## src/rtl/inst_align_queue.sv

```systemverilog
// Parcel queue between ifetch and decode: splits 32-bit fetch words into 16-bit parcels
// and presents one aligned instruction per cycle. Define RVC_EN to enable compressed parcels.
module inst_align_queue #(
    parameter int QUEUE_BIT = 4
) (
    input  logic                 clk_in,
    input  logic                 rst_in,
    input  logic                 rdy_in,
    input  logic                 fetch_valid,
    input  logic [31:0]          fetch_pc,
    input  logic [31:0]          fetch_data,
    output logic                 fetch_ready,
    output logic                 out_valid,
    output logic [31:0]          out_inst,
    output logic [31:0]          out_pc,
    output logic                 out_is_c,
    input  logic                 out_ready,
    input  logic                 flush,
    output logic [QUEUE_BIT:0]   occupancy
);

    localparam int DEPTH = 2 ** QUEUE_BIT;
    localparam logic [QUEUE_BIT-1:0] PTR_ONE  = 1;
    localparam logic [QUEUE_BIT:0]   CNT_ONE  = 1;
    localparam logic [QUEUE_BIT:0]   CNT_TWO  = 2;
    localparam logic [QUEUE_BIT:0]   CNT_ENQ  = QUEUE_BIT'(0) + (DEPTH - 2);

    logic [15:0]          r_parcel [DEPTH];
    logic [30:0]          r_ppc    [DEPTH];
    logic [QUEUE_BIT-1:0] r_head, r_tail;
    logic [QUEUE_BIT:0]   r_count;

    logic [QUEUE_BIT-1:0] w_head1, w_tail1;
    logic [15:0]          w_p0, w_p1;
    logic                 w_is_c, w_valid, w_half, w_enq, w_deq;
    logic [QUEUE_BIT:0]   w_enq_n, w_deq_n;

`ifdef RVC_EN
    logic w_unused_pc;
    assign w_unused_pc = fetch_pc[0];
    assign w_is_c = (w_p0[1:0] != 2'b11);
    assign w_half = fetch_pc[1];
`else
    logic w_unused_pc;
    assign w_unused_pc = ^fetch_pc[1:0];
    assign w_is_c = 1'b0;
    assign w_half = 1'b0;
`endif

    assign w_head1 = r_head + PTR_ONE;
    assign w_tail1 = r_tail + PTR_ONE;
    assign w_p0    = r_parcel[r_head];
    assign w_p1    = r_parcel[w_head1];

    // A 32-bit instruction waits at head until its upper parcel has been queued.
    assign w_valid = (r_count >= CNT_ONE) && (w_is_c || (r_count >= CNT_TWO));

    // Conservative: a same-cycle dequeue does not free room for this fetch.
    assign fetch_ready = (r_count <= CNT_ENQ);

    assign w_enq = fetch_valid && fetch_ready && !flush && rdy_in;
    assign w_deq = w_valid && out_ready && !flush && rdy_in;

    assign w_enq_n = !w_enq ? '0 : (w_half ? CNT_ONE : CNT_TWO);
    assign w_deq_n = !w_deq ? '0 : (w_is_c ? CNT_ONE : CNT_TWO);

    assign out_valid = w_valid;
    assign out_is_c  = w_valid && w_is_c;
    assign out_inst  = !w_valid ? 32'h0 : (w_is_c ? {16'h0, w_p0} : {w_p1, w_p0});
    assign out_pc    = !w_valid ? 32'h0 : {r_ppc[r_head], 1'b0};
    assign occupancy = r_count;

    // Storage needs no reset: head decode is masked by count.
    always_ff @(posedge clk_in) begin
        if (w_enq) begin
            if (w_half) begin
                r_parcel[r_tail] <= fetch_data[31:16];
                r_ppc[r_tail]    <= fetch_pc[31:1];
            end else begin
                r_parcel[r_tail]  <= fetch_data[15:0];
                r_ppc[r_tail]     <= {fetch_pc[31:2], 1'b0};
                r_parcel[w_tail1] <= fetch_data[31:16];
                r_ppc[w_tail1]    <= {fetch_pc[31:2], 1'b1};
            end
        end
    end

    always_ff @(posedge clk_in or posedge rst_in) begin
        if (rst_in) begin
            r_head  <= '0;
            r_tail  <= '0;
            r_count <= '0;
        end else if (rdy_in) begin
            if (flush) begin
                r_head  <= '0;
                r_tail  <= '0;
                r_count <= '0;
            end else begin
                r_head  <= r_head + w_deq_n[QUEUE_BIT-1:0];
                r_tail  <= r_tail + w_enq_n[QUEUE_BIT-1:0];
                r_count <= r_count + w_enq_n - w_deq_n;
            end
        end
    end

endmodule

```

## config.mk

```make
export PLATFORM = sky130hd
export DESIGN_NAME = inst_align_queue
export DESIGN_NICKNAME = d
export VERILOG_FILES = /design/src/rtl/inst_align_queue.sv
export SDC_FILE = /design/constraint.sdc
export NUM_CORES = 1
export LEC_CHECK = 0
export CORE_MARGIN = 4
export CORE_UTILIZATION = 30
export CTS_BUF_LIST = sky130_fd_sc_hd__clkbuf_16
export CTS_CLUSTER_SIZE = 14
export DETAILED_ROUTE_END_ITERATION = 10
export SETUP_SLACK_MARGIN = 0.02
export SLEW_MARGIN = 10
export SYNTH_ARGS = -nofsm -noshare
export SYNTH_HDL_FRONTEND = slang
export SYNTH_SLANG_ARGS = --single-unit
```

## constraint.sdc

```tcl
create_clock -name clk_in -period 8.9 [get_ports clk_in]
set_clock_uncertainty 0.15 [all_clocks]
set_input_delay 2.225 -clock clk_in [delete_from_list [all_inputs] [get_ports clk_in]]
set_output_delay 2.225 -clock clk_in [all_outputs]
set_load 0.05 [all_outputs]
```

==> results.md <==
- Final instance area: 26,700 µm²
- Num CTS Buffers: 51
- Final count of hold timing violations: 0
- Min-delay src: r_ppc[4][0]
- Fraction of layout cells with a size suffix above 1: 25.5%
- Vias in the first global route: roughly 13k
- P&R area growth vs syn: 15.8%
- Hold WC Path Type: reg -> reg
- Status: finished clean
- DRC Markers: 0
- IR drop worst, VDD: 0.142 mV
- Clk slew on worst S/H paths: 0.06 ns
- Final worst-path cycle share: 72.4%
- Clock Latency Late Sink: 0.58 ns
- Cell area after synthesis: between 20,000 and 25,000 µm²
- Pwr Density: 245 nW/µm²
- Post-Syn Instances: 1,457
- Chip height: 285 µm
- CTS tree: yes
- Fmax: 0.155 GHz
- Min Hold Slack: 0.315 ns
- Fillers: 7,236
- I/O Pins: 142
- Worst-path fanout max: 38
- Per-cell routed wire length: 23.0 µm
- Via density: about 4.8
- Post-DRT Antenna Nets: 0
- Final #Nets: 1,525
- Worst path cell trace: inv_1, ha_1, o21ai_0, nand2_1, and2_4, buf_4, a22o_1, clkdlybuf4s50_1
- PortBufs: 136
- Initial Util: 30.3%
- DIE AREA: between 80,000 and 90,000 µm²
- Lkg Pwr: 8.73 nW
- Core ar.: ~76,000 µm²
- Max cap viols: 0
- Critical path startpoint: occupancy[4]
- Row cnt: 101
- Largest net degree at the start of global routing: between 70 and 80
- Vias: around 12k
- Gr usage total: 14.0%
- Total Power: 6.55 mW
- R2r startpoint: occupancy[4]
- Setup TNS: 0 ns
- Most frequent cells in the layout: 496 x edfxtp_1, 173 x nor2_1, 136 x clkdlybuf4s50_1, 126 x mux4_2, 118 x mux2_2
- Die Wd: 285 µm
- Initial antenna violation count: 8
- Unrepaired setup endpoints after global routing: no
- Final Max Tran Viols: 0
- Sequential area share after synthesis: 66.3%
- Total grt overflow: 0
- Most common cell after layout, fill and taps aside: edfxtp_1
- Mapped Avg Cell Area: approximately 16 µm²
- Crit Path Category: reg -> out
- H-tree Lvls: 2
- Final setup violation count: 0
- Worst setup EP type: output port
- Post-Route WL: approximately 58 mm
- Flops & latches, synth: 514
- Critical Path RT: 6.53 ns
- # hold bufs at CTS: 0
- Post-CTS Setup Inserts: 0
- CTS sink count: 514
- HPWL after DPL: 32.4 mm
- CP arrival: 4.07 ns
- Slowest CP cell: clkdlybuf4s50_1
- Crit path largest cell delay: roughly 0.87 ns
- Post-DP Area: 25,100 µm²
- Syn. warnings: 0
- Minimum clock period: 6.45 ns
- Initial DRT Pass Iterations: 7
- First-pass GRT wire length: 85.5 mm
- Placer Congestion: 0.737
- Resize count post-CTS: 0
- Slew @ Worst Pin: 1.00 ns
- Post-synthesis cell type count: 44
- CP startpoint kind: register
- Clock Path Buffers: 3
- Initial DRC count: 946
- CTS root buf: clkbuf_16
- Rel. slew slack: about a third
## layer usage
layer	vias up	part of all wire (%)	track usage, %
met5	-	0.059	0
met4	6	1.9	3.36
met3	82	6.8	3.13
met2	340	50	24.3
met1	6384	41	18.0
li1	5367	-	-
## worst paths after layout
kind                                    to  slack [ns]  cells after the start
setup / recovery                out_pc[12]        2.45                      8
hold / removal                 r_ppc[4][0]        0.32                      1
setup reg to reg           r_parcel[13][8]        5.13                      8
hold reg to reg                r_ppc[4][0]        0.32                      1
max in group asynchronous        r_head[1]        6.48                      2
min in group asynchronous     occupancy[3]        1.79                      2
## cells by family after synthesis
group	after synthesis	share of synthesized area, %
fa+ha+maj	12	0.716
buf+inv	254	4.58
simple gates	339	6.76
flops	514	66.3
mux	254	18.7
compound gates	81	2.84
other cells	1	0.0163
xor+xnor	2	0.0759
## flip-flops by register name, summed over array words and instances (netlist names)
signal     count
r_parcel     256
r_ppc        248
r_tail         3
r_head         3
occupancy      4
## synthesized netlist by cell type (all sizes together)
master,count,area [µm²]
edfxtp,496,14900
clkbuf,193,726
nor2,173,649
mux2,128,1480
mux4,126,2840
and2,77,483
nand2,65,244
a22o,63,552
buf,39,241
inv,21,86.3
dfrtp,10,250
ha,10,125
o21ai,9,45.0
dfxtp,8,160
nand3,6,35.0
nor2b,5,31.3
nor3,4,42.5
o22ai,4,25.0
a21oi,3,18.8
and3,3,18.8
fa,2,40.0
nor4,2,12.5
or3,2,22.5
a21o,1,7.51
clkinv,1,3.75
conb,1,3.75
nand2b,1,13.8
nand4,1,6.26
o21bai,1,7.51
xnor2,1,8.76
xor2,1,8.76
## power breakdown
part / switching (mW) / total, mW / internal, mW
Sequential: 0.0302 / 2.70 / 2.67
Clock: 0.918 / 2.13 / 1.21
Combinational: 1.14 / 1.73 / 0.590
Total: 2.09 / 6.55 / 4.47
## per-stage QoR
stage	setup WS [ns]	std cells	utilization, %
after floorplan	1.15	1459	-
after detailed placement	2.85	2420	32.9
after global routing	2.26	2515	35.1
final	2.45	2519	35.1
after CTS	2.38	2514	35.1
after global placement	2.88	2420	32.9
## worst max-delay path, delay by kind of cell, from the launching register on
kind,cells,cell delay (ns)
buffers and inverters,3,1.66
and+or+nand+nor,2,0.61
AOI/OAI and AO/OA,2,0.58
DFF,1,0.43
adders and majority gates,1,0.16
## final cells by class
class	count	area (µm²)	share of cell area [%]
Clock buffer	52	1300	4.87
Sequential cell	514	15300	57.3
Multi-Input combinational cell	691	6780	25.4
Tap cell	1030	1290	4.82
Antenna cell	5	12.5	0.0468
Clock inverter	42	354	1.32
Inverter	22	91.3	0.342
Timing Repair Buffer	163	1590	5.95
(Power assumes the default switching activity.)
